==> src/rtl/axi_arb_pkg.sv <==
// Shared encodings and defaults for the cache-to-AXI-bridge arbiter.
// Read and write FSM states are kept as plain constants so they stay compatible with older code.
package axi_arb_pkg;

    localparam int LINE_OFF_W_DFLT = 4;

    localparam logic [1:0] R_IDLE = 2'b00;
    localparam logic [1:0] R_IC   = 2'b01;
    localparam logic [1:0] R_DC   = 2'b10;

    localparam logic W_IDLE = 1'b0;
    localparam logic W_BUSY = 1'b1;

    localparam logic [2:0] RD_TYPE_LINE = 3'b100;

endpackage

==> src/rtl/line_hazard_chk.sv <==
// Read-after-write hazard check for one read master at cache-line granularity.
// This check always blocks a same-line read, whatever the read type.
module line_hazard_chk
    import axi_arb_pkg::*;
#(
    parameter int LINE_OFF_W = LINE_OFF_W_DFLT
) (
    input  logic [31-LINE_OFF_W:0] rd_line_i,
    input  logic                   wr_busy_i,
    input  logic [31-LINE_OFF_W:0] wr_line_i,
    input  logic                   wr_req_i,
    input  logic [31-LINE_OFF_W:0] wr_req_line_i,
    output logic                   hazard_o
);

    // An unaccepted write to the same line also counts as a hazard, so the write goes out first.
    assign hazard_o = wr_busy_i ? (rd_line_i == wr_line_i)
                                : (wr_req_i && (rd_line_i == wr_req_line_i));

endmodule

==> src/rtl/cache_axi_arbiter.sv <==
// Arbitrates icache/dcache reads and dcache writes onto the single request port of the AXI bridge.
// The dcache wins read ties. A read that would pass a pending write to the same line is held back.
module cache_axi_arbiter
    import axi_arb_pkg::*;
#(
    parameter int LINE_OFF_W = LINE_OFF_W_DFLT
) (
    input  logic         clk,
    input  logic         resetn,
    input  logic         flush,
    input  logic         ic_rd_req_i,
    input  logic [2:0]   ic_rd_type_i,
    input  logic [31:0]  ic_rd_addr_i,
    output logic         ic_rd_rdy_o,
    output logic         ic_ret_valid_o,
    output logic         ic_ret_last_o,
    output logic [31:0]  ic_ret_data_o,
    input  logic         dc_rd_req_i,
    input  logic [2:0]   dc_rd_type_i,
    input  logic [31:0]  dc_rd_addr_i,
    output logic         dc_rd_rdy_o,
    output logic         dc_ret_valid_o,
    output logic         dc_ret_last_o,
    output logic [31:0]  dc_ret_data_o,
    input  logic         dc_wr_req_i,
    input  logic [2:0]   dc_wr_type_i,
    input  logic [31:0]  dc_wr_addr_i,
    input  logic [3:0]   dc_wr_wstrb_i,
    input  logic [127:0] dc_wr_data_i,
    output logic         dc_wr_rdy_o,
    output logic         dc_wr_resp_o,
    output logic         rd_req_o,
    output logic [2:0]   rd_type_o,
    output logic [31:0]  rd_addr_o,
    input  logic         rd_rdy_i,
    input  logic         ret_valid_i,
    input  logic         ret_last_i,
    input  logic [31:0]  ret_data_i,
    output logic         wr_req_o,
    output logic [2:0]   wr_type_o,
    output logic [31:0]  wr_addr_o,
    output logic [3:0]   wr_wstrb_o,
    output logic [127:0] wr_data_o,
    input  logic         wr_rdy_i,
    input  logic         wr_resp_i
);

    logic [1:0]              rd_state_q, rd_state_d;
    logic                    wr_state_q, wr_state_d;
    logic [31-LINE_OFF_W:0]  wr_line_q, wr_line_d;
    logic                    ic_haz, dc_haz, ic_ok, dc_ok, live;

    line_hazard_chk #(.LINE_OFF_W(LINE_OFF_W)) u_ic_haz (
        .rd_line_i     (ic_rd_addr_i[31:LINE_OFF_W]),
        .wr_busy_i     (wr_state_q == W_BUSY),
        .wr_line_i     (wr_line_q),
        .wr_req_i      (dc_wr_req_i),
        .wr_req_line_i (dc_wr_addr_i[31:LINE_OFF_W]),
        .hazard_o      (ic_haz)
    );

    line_hazard_chk #(.LINE_OFF_W(LINE_OFF_W)) u_dc_haz (
        .rd_line_i     (dc_rd_addr_i[31:LINE_OFF_W]),
        .wr_busy_i     (wr_state_q == W_BUSY),
        .wr_line_i     (wr_line_q),
        .wr_req_i      (dc_wr_req_i),
        .wr_req_line_i (dc_wr_addr_i[31:LINE_OFF_W]),
        .hazard_o      (dc_haz)
    );

    // Outputs are gated by reset as well as flush, so nothing leaks through while resetn is low.
    assign live  = resetn & ~flush;
    assign dc_ok = dc_rd_req_i & ~dc_haz;
    assign ic_ok = ic_rd_req_i & ~ic_haz;

    always_comb begin
        // NOTE: every signal written in this block gets a default first, so no latch is inferred.
        rd_state_d     = rd_state_q;
        wr_state_d     = wr_state_q;
        wr_line_d      = wr_line_q;
        rd_req_o       = 1'b0;
        rd_type_o      = '0;
        rd_addr_o      = '0;
        ic_rd_rdy_o    = 1'b0;
        dc_rd_rdy_o    = 1'b0;
        ic_ret_valid_o = 1'b0;
        ic_ret_last_o  = 1'b0;
        ic_ret_data_o  = '0;
        dc_ret_valid_o = 1'b0;
        dc_ret_last_o  = 1'b0;
        dc_ret_data_o  = '0;
        wr_req_o       = 1'b0;
        wr_type_o      = '0;
        wr_addr_o      = '0;
        wr_wstrb_o     = '0;
        wr_data_o      = '0;
        dc_wr_rdy_o    = 1'b0;
        dc_wr_resp_o   = 1'b0;

        case (rd_state_q)
            R_IDLE: if (live) begin
                rd_req_o = dc_ok | ic_ok;
                if (dc_ok) begin
                    rd_type_o   = dc_rd_type_i;
                    rd_addr_o   = dc_rd_addr_i;
                    dc_rd_rdy_o = rd_rdy_i;
                end else if (ic_ok) begin
                    rd_type_o   = ic_rd_type_i;
                    rd_addr_o   = ic_rd_addr_i;
                    ic_rd_rdy_o = rd_rdy_i;
                end
                if (rd_req_o && rd_rdy_i) rd_state_d = dc_ok ? R_DC : R_IC;
            end
            R_IC: if (live) begin
                ic_ret_valid_o = ret_valid_i;
                ic_ret_last_o  = ret_last_i;
                ic_ret_data_o  = ret_data_i;
                if (ret_valid_i && ret_last_i) rd_state_d = R_IDLE;
            end
            R_DC: if (live) begin
                dc_ret_valid_o = ret_valid_i;
                dc_ret_last_o  = ret_last_i;
                dc_ret_data_o  = ret_data_i;
                if (ret_valid_i && ret_last_i) rd_state_d = R_IDLE;
            end
            default: rd_state_d = R_IDLE;
        endcase

        if (wr_state_q == W_IDLE) begin
            if (live) begin
                wr_req_o    = dc_wr_req_i;
                dc_wr_rdy_o = wr_rdy_i;
                if (dc_wr_req_i) begin
                    wr_type_o  = dc_wr_type_i;
                    wr_addr_o  = dc_wr_addr_i;
                    wr_wstrb_o = dc_wr_wstrb_i;
                    wr_data_o  = dc_wr_data_i;
                end
                if (wr_req_o && wr_rdy_i) begin
                    wr_line_d  = dc_wr_addr_i[31:LINE_OFF_W];
                    wr_state_d = W_BUSY;
                end
            end
        end else if (live) begin
            dc_wr_resp_o = wr_resp_i;
            if (wr_resp_i) wr_state_d = W_IDLE;
        end

        if (flush) begin
            rd_state_d = R_IDLE;
            wr_state_d = W_IDLE;
            wr_line_d  = '0;
        end
    end

    always_ff @(posedge clk or negedge resetn) begin
        if (!resetn) begin
            rd_state_q <= R_IDLE;
            wr_state_q <= W_IDLE;
            wr_line_q  <= '0;
        end else begin
            // NOTE: state registers use non-blocking assignments so every flop samples pre-edge values.
            rd_state_q <= rd_state_d;
            wr_state_q <= wr_state_d;
            wr_line_q  <= wr_line_d;
        end
    end

endmodule
==> config.mk <==
export PLATFORM = sky130hd
export DESIGN_NAME = cache_axi_arbiter
export DESIGN_NICKNAME = d
export VERILOG_FILES = /design/src/rtl/axi_arb_pkg.sv /design/src/rtl/line_hazard_chk.sv /design/src/rtl/cache_axi_arbiter.sv
export SDC_FILE = /design/constraint.sdc
export NUM_CORES = 1
export LEC_CHECK = 0
export BUFFER_PORTS_ARGS = -buffer_cell sky130_fd_sc_hd__buf_4
export CAP_MARGIN = 20
export CORE_AREA = 4 4 217 219
export DETAILED_ROUTE_END_ITERATION = 6
export DIE_AREA = 0 0 221 223
export GPL_TIMING_DRIVEN = 0
export SLEW_MARGIN = 10
export SYNTH_ARGS = -nofsm -noshare
export SYNTH_HDL_FRONTEND = slang
export SYNTH_HIERARCHICAL = 1
export SYNTH_SLANG_ARGS = --single-unit
==> constraint.sdc <==
create_clock -name clk -period 2.8 [get_ports clk]
set_input_delay 0.14 -clock clk [delete_from_list [all_inputs] [get_ports clk]]
set_output_delay 0.14 -clock clk [all_outputs]
set_load 0.005 [all_outputs]
After elaboration in Yosys (flattened, before gate mapping)
Index checks and enable logic that the tools add are counted.
W data, S select, Z words.
{"block": "word_totals", "regBits": 31, "in_bits": 280, "out_inout_bits": 276, "wordCells": 95}
{"block": "op_classes", "n_eq_ne": 11, "n_mux": 63, "n_bitwise": 7, "n_reduce_logical": 11}
{"op": "$mux W128", "count": 3}
{"op": "$mux W32", "count": 10}
{"op": "$eq A28 B28 Y1", "count": 4}
{"op": "$mux W28", "count": 4}
{"op": "$mux W1", "count": 29}
{"op": "$mux W3", "count": 7}
{"op": "$mux W2", "count": 6}
{"op": "$mux W4", "count": 3}
{"op": "$ne A3 B1 Y1 const B", "count": 2}
{"op": "$ne A3 B3 Y1 const B", "count": 2}
{"op": "$logic_and A1 B1 Y1", "count": 5}
{"op": "$pmux W2 S2", "count": 1}
{"op": "$reduce_and A4 Y1", "count": 1}
{"op": "$reduce_bool A2 Y1", "count": 2}
{"op": "$and A1 B1 Y1", "count": 3}
{"op": "$not A1 Y1", "count": 3}
{"op": "$reduce_and A3 Y1", "count": 1}
{"op": "$eq A2 B1 Y1 const B", "count": 1}
{"op": "$eq A2 B2 Y1 const B", "count": 1}
{"op": "$logic_not A2 Y1", "count": 1}
{"op": "$ne A2 B2 Y1 const B", "count": 1}
{"op": "$reduce_or A2 Y1", "count": 1}
{"op": "$or A1 B1 Y1", "count": 1}

Depth between registers and ports, before layout
{"block": "depth", "word_depth": 11, "depth_mapped": 9, "depth_no_buf": 8}

Modules after synthesis
The synthesis kept the hierarchy.
{"module": "cache_axi_arbiter", "n_inst": 1, "cells_each": 450, "area_per_inst_um2": 3354.5, "seq_area_each_um2": 775.7}
{"module": "line_hazard_chk", "n_inst": 2, "cells_each": 77, "area_per_inst_um2": 621.8, "seq_area_each_um2": 0.0}

Least setup slack after synthesis
OpenSTA, ideal clock, no wires.
{"block": "synth_timing", "path_kind": "reg-to-output", "startpoint": "register wr_line_q[9]", "endpoint": "output rd_addr_o[10]", "arrival_ns": 2.214, "t_required_ns": 2.660, "slack_ns": 0.446, "stages_incl_launch_ff": 10, "n_path_buf": 1, "cell_sequence": "dfrtp_1 -> xnor2_1 -> nand4_1 -> or4_1 -> o22ai_1 -> nor2b_1 -> nor2_1 -> clkbuf_1 -> a22oi_1 -> nor2_1"}
{"block": "synth_via", "elab_cells_between_ends": 12, "classes_between": "eq/ne: 2; mux: 6; bitwise: 4"}
{"item": "start: declaration", "line_no": "cache_axi_arbiter.sv:50", "source": "logic [31-LINE_OFF_W:0] wr_line_q, wr_line_d;"}
{"item": "start signal: assignment", "line_no": "cache_axi_arbiter.sv:165", "source": "wr_line_q <= wr_line_d;"}
{"item": "$eq A28 B28 Y1", "line_no": "line_hazard_chk.sv:17", "source": "assign hazard_o = wr_busy_i ? (rd_line_i == wr_line_i)"}
{"item": "$mux W1", "line_no": "line_hazard_chk.sv:17"}
{"item": "via dc_haz", "line_no": "cache_axi_arbiter.sv:51", "source": "logic ic_haz, dc_haz, ic_ok, dc_ok, live;"}
{"item": "$not A1 Y1", "line_no": "cache_axi_arbiter.sv:73", "source": "assign dc_ok = dc_rd_req_i & ~dc_haz;"}
{"item": "$and A1 B1 Y1", "line_no": "cache_axi_arbiter.sv:73"}
{"item": "$mux W32", "line_no": "cache_axi_arbiter.sv:103", "source": "if (dc_ok) begin"}
{"item": "$mux W32", "line_no": "cache_axi_arbiter.sv:101", "source": "R_IDLE: if (live) begin"}
{"item": "$mux W32", "line_no": "cache_axi_arbiter.sv:100", "source": "case (rd_state_q)"}
{"item": "end: declaration", "line_no": "cache_axi_arbiter.sv:34", "source": "output logic [31:0] rd_addr_o,"}
The timed path passes the listed nets, and every way through them passes these cells.

Worst setup path in the final report
{"block": "layout_timing", "startpoint": "register wr_line_q[17]", "endpoint": "output rd_addr_o[21]"}
{"block": "layout_via", "elab_chain_len": 8, "elab_cells_between_ends": 12, "classes_between": "eq/ne: 2; mux: 6; bitwise: 4"}
{"item": "$eq A28 B28 Y1", "line_no": "line_hazard_chk.sv:17"}
{"item": "$mux W1", "line_no": "line_hazard_chk.sv:17"}
{"item": "via ic_haz", "line_no": "cache_axi_arbiter.sv:51"}
{"item": "$not A1 Y1", "line_no": "cache_axi_arbiter.sv:74", "source": "assign ic_ok = ic_rd_req_i & ~ic_haz;"}
{"item": "$and A1 B1 Y1", "line_no": "cache_axi_arbiter.sv:74"}
{"item": "$mux W32", "line_no": "cache_axi_arbiter.sv:107", "source": "end else if (ic_ok) begin"}
{"item": "$mux W32", "line_no": "cache_axi_arbiter.sv:103"}
{"item": "$mux W32", "line_no": "cache_axi_arbiter.sv:101"}
{"item": "$mux W32", "line_no": "cache_axi_arbiter.sv:100"}
The timed path passes the listed nets, and every way through them passes these cells.

==> results_tabular.tex <==
\begin{tabular}{lr}
\hline
Metric & Value \\
\hline
\multicolumn{2}{l}{\textbf{Cells and area}} \\
\quad Relative area change from synthesis to final layout & 124\% \\
\quad Share of cells above drive strength 1 & 55.1\% \\
\quad Total Nets Final & 1462 \\
\quad Design area & 10300 um\^{}2 \\
\quad Number of fillers in the final layout & 5032 \\
\multicolumn{2}{l}{\textbf{Floorplanning}} \\
\quad Ports placed on the boundary & 556 \\
\quad Die Span X & 221 um \\
\quad Die Y & 223 um \\
\quad Initial standard-cell utilization of the core & 10.2\% \\
\quad Die footprint & 49300 um\^{}2 \\
\quad Number of placement rows & between 70 and 80 \\
\quad Core area & 45100 um\^{}2 \\
\multicolumn{2}{l}{\textbf{Synth}} \\
\quad Part of the Yosys area used for sequential elements & between 10\% and 20\% \\
\quad Net Count, Synth & between 800 and 900 \\
\quad Mean instance size in the synthesized netlist & between 7 and 8 um\^{}2 \\
\quad Register bit total from synthesis & 31 \\
\quad Post-synthesis cell area & between 4000 and 5000 um\^{}2 \\
\quad Cells after synthesis & 604 \\
\quad Post-synth EDFFs & 0 \\
\quad Share of synthesized flip-flops with an asynchronous set or reset & 100\% \\
\quad Yosys warnings & 6 \\
\quad Top flip-flop cell by instance count after synthesis & sky130\_fd\_sc\_hd\_\_dfrtp\_1 \\
\quad Number of library cell types mapped by synthesis & 33 \\
\multicolumn{2}{l}{\textbf{CTS}} \\
\quad CTS buffer count & 5 \\
\quad Clock Sink Count & 31 \\
\quad Number of H-tree levels & 2 \\
\quad Clock root buffer & sky130\_fd\_sc\_hd\_\_clkbuf\_16 \\
\quad TritonCTS clock tree & built \\
\quad Clock network latency to the later pin of the worst-skew pair & 290 ps \\
\quad Clock-pin slew reported for the worst setup and hold paths after clock tree synthesis & 60 ps \\
\quad Maximum buffer depth of the clock tree & 2 \\
\multicolumn{2}{l}{\textbf{Status}} \\
\quad Failing checks & negative setup slack \\
\quad Outcome & finished with violations \\
\multicolumn{2}{l}{\textbf{Min path}} \\
\quad Path class of the lowest-slack min-delay path & in -> reg \\
\multicolumn{2}{l}{\textbf{Route}} \\
\quad Post-route antenna net violation count & 0 \\
\quad Number of design rule violations left after detail routing & 0 \\
\quad Number of DRC markers in iteration 0 & 314 \\
\quad Iteration count of the initial detailed-routing pass & 4 \\
\quad Per-cell via count in the routed design & just under 4 \\
\quad Detailed-route wire length & 45700 um \\
\quad Routed via count & slightly below 7000 \\
\quad Average wire per standard cell & 25.7 um \\
\multicolumn{2}{l}{\textbf{Global route}} \\
\quad Sum of overflow across all layers after global routing & 0 \\
\quad First-pass GRT wire length & roughly 61000 um \\
\quad GR Layer Usage met1 & a little over a fifth \\
\quad Largest net degree at the start of global routing & 32 \\
\quad Overall fraction of global-route tracks in use & approximately 17\% \\
\quad Vias in the first global route & 7334 \\
\quad Routing usage on met2 & 31.3\% \\
\quad Most crowded layer after global routing & met2 \\
\quad Global-route track usage on met3 & roughly 4.2\% \\
\quad Antenna violations before repair & 12 \\
\multicolumn{2}{l}{\textbf{Setup path}} \\
\quad Type of destination of the critical path & output port \\
\quad Critical Path Start Type & register \\
\quad Required time of the worst setup path & roughly 2700 ps \\
\quad Crit Path Category & reg -> out \\
\quad CP Data Arrival Time & 2750 ps \\
\quad Highest net fanout along the worst path & 5 \\
\multicolumn{2}{l}{\textbf{Timing}} \\
\quad Period utilisation layout & 103\% \\
\quad \# setup viols final & 30 \\
\quad Maximum achievable frequency & 346 MHz \\
\quad Worst path setup slack after routing & -93.8 ps \\
\quad Normalized max-slew margin & 50.1\% \\
\quad Min cycle time layout & 2890 ps \\
\quad Number of failing hold endpoints at the final stage & 0 \\
\quad Worst-case clock skew & 3.10 ps \\
\quad Worst slew pin tran & 746 ps \\
\quad Hold Worst Slack & 69.4 ps \\
\quad Final Max Tran Viols & 0 \\
\quad Setup repair after global routing missed its margin & true \\
\multicolumn{2}{l}{\textbf{Power}} \\
\quad Clock Power Share & between 20\% and 30\% \\
\quad Switch Pwr & 0.828 mW \\
\quad Pint & 1.39 mW \\
\quad Switching Share & 37.3\% \\
\quad Leakage power figure & 5.32 nW \\
\quad Sequential fraction of design power & a little over a fifth \\
\quad Power density of the placed cells & roughly 220 nW/um\^{}2 \\
\quad Total chip power & approximately 2.2 mW \\
\quad Combinational fraction of design power & 51.4\% \\
\quad Worst-case vdd ir drop & $\sim$0.18 mV \\
\multicolumn{2}{l}{\textbf{Placed design}} \\
\quad Final Wtd Congestion & $\sim$0.94 \\
\quad Post-DP Area & between 9000 and 10000 um\^{}2 \\
\quad Placed wire-length estimate after detailed placement & 40100 um \\
\quad Input/output buffers & 555 \\
\multicolumn{2}{l}{\textbf{Job}} \\
\quad MaxCap Viol Count & 0 \\
\hline
\end{tabular}
synth_stat cells, drive strengths merged, types with 3 or more instances:
master    n  share of area [%]
nor3      4               0.44
xnor2    26                5.0
buf       7                1.5
nand2     9               0.84
nor2b     4               0.71
dfrtp    31                 17
ha        3               0.82
a22o     28                5.3
nor4     18                2.4
nand4    14                1.9
nor2     37                3.0
xor2     86                 16
and3     71                9.7
clkbuf   41                3.4
a22oi    35                5.7
and2    170                 23
cell type report:
type | instances | area, um^2 | share of cell area (%)
Inverter | 2 | 7.51 | 0.0730
Antenna cell | 2 | 5.00 | 0.0486
Multi-Input combinational cell | 523 | 3900 | 37.9
Buffer | 48 | 364 | 3.54
Tap cell | 600 | 751 | 7.30
Sequential cell | 31 | 778 | 7.57
Timing Repair Buffer | 568 | 4330 | 42.1
Clock inverter | 3 | 23.8 | 0.231
Clock buffer | 5 | 125 | 1.22
worst max-delay path, cell delays in order, from the launching register on:
cell and delay [ps]:
sky130_fd_sc_hd__dfrtp_1 410, sky130_fd_sc_hd__xor2_1 150, sky130_fd_sc_hd__nor4_1 500, sky130_fd_sc_hd__nand4_1 220, sky130_fd_sc_hd__o22ai_4 250, sky130_fd_sc_hd__nand2b_4 180
sky130_fd_sc_hd__nor2_4 50, sky130_fd_sc_hd__buf_12 140, sky130_fd_sc_hd__clkbuf_16 160, sky130_fd_sc_hd__a22oi_2 140, sky130_fd_sc_hd__nor2_2 70, sky130_fd_sc_hd__buf_4 170
routing by layer:
| layer | routed length, um | share of wire [%] |
|---|---|---|
| met4 | 672 | 1.5 |
| met5 | 61 | 0.13 |
| met1 | 19100 | 42 |
| met3 | 2830 | 6.2 |
| met2 | 23000 | 50 |
logic make-up after synthesis:
logic type      synth area share [%]
compound gates                  12.2
xor+xnor                        21.3
fa+ha+maj                      0.816
flops                           16.9
buf+inv                         5.06
simple gates                    43.7
final timing paths:
| check | depth (start not counted) | slack (ps) | from | to |
|---|---|---|---|---|
| max | 11 | -90 | wr_line_q[17] | rd_addr_o[21] |
| min | 2 | 70 | flush | wr_state_q |
| max reg2reg | 10 | 450 | wr_line_q[17] | rd_state_q[0] |
| min reg2reg | 1 | 570 | wr_line_q[11] | wr_line_q[11] |
| max in group asynchronous | 3 | 2100 | resetn | wr_line_q[25] |
| min in group asynchronous | 3 | 480 | resetn | wr_line_q[11] |
per-stage QoR:
stage	util, %	setup slack (ps)	instances	setup TNS (ps)
after floorplan	-	446	604	0
after global placement	21.1	-1010	1759	-27800
after detailed placement	21.1	-1000	1759	-27510
after CTS	22.6	-86.7	1779	-1770
after global routing	22.8	-184	1781	-4980
final	22.8	-93.8	1782	-1950
layout by cell type, fill, tap and decap left out, types with 3 or more instances in the layout:
| master | instances |
|---|---|
| sky130_fd_sc_hd__a22o_1 | 28 |
| sky130_fd_sc_hd__a22oi_1 | 3 |
| sky130_fd_sc_hd__a22oi_2 | 32 |
| sky130_fd_sc_hd__and2_1 | 170 |
| sky130_fd_sc_hd__and3_1 | 71 |
| sky130_fd_sc_hd__buf_4 | 561 |
| sky130_fd_sc_hd__buf_6 | 5 |
| sky130_fd_sc_hd__clkbuf_1 | 32 |
| sky130_fd_sc_hd__clkbuf_16 | 12 |
| sky130_fd_sc_hd__dfrtp_1 | 29 |
| sky130_fd_sc_hd__ha_1 | 3 |
| sky130_fd_sc_hd__nand2_1 | 7 |
| sky130_fd_sc_hd__nand4_1 | 14 |
| sky130_fd_sc_hd__nor2_1 | 32 |
| sky130_fd_sc_hd__nor2_2 | 4 |
| sky130_fd_sc_hd__nor3_1 | 4 |
| sky130_fd_sc_hd__nor4_1 | 15 |
| sky130_fd_sc_hd__xnor2_1 | 19 |
| sky130_fd_sc_hd__xnor2_2 | 7 |
| sky130_fd_sc_hd__xor2_1 | 86 |
power by group through the flow:
stage,Clock (mW),Sequential (mW),Combinational [mW]
floorplan,0,0.486,0.320
global placement,0,0.489,1.05
detailed placement,0,0.490,1.05
finish,0.595,0.483,1.14
CTS,0.609,0.483,1.14
global route,0.627,0.485,1.22
flip-flops by register name (all words and copies together) (netlist names):
signal      flops
wr_line_q      28
wr_state_q      1
rd_state_q      2
repair_timing:
action,4_1_cts,5_1_grt
endpoints found under the hold margin,31,0
pin swaps,27,7
endpoints found under the setup margin,38,35
resized for setup,71,20
cloned,4,0
hold buffers,2,0
setup buffers,6,1
(Power assumes the default switching activity.)
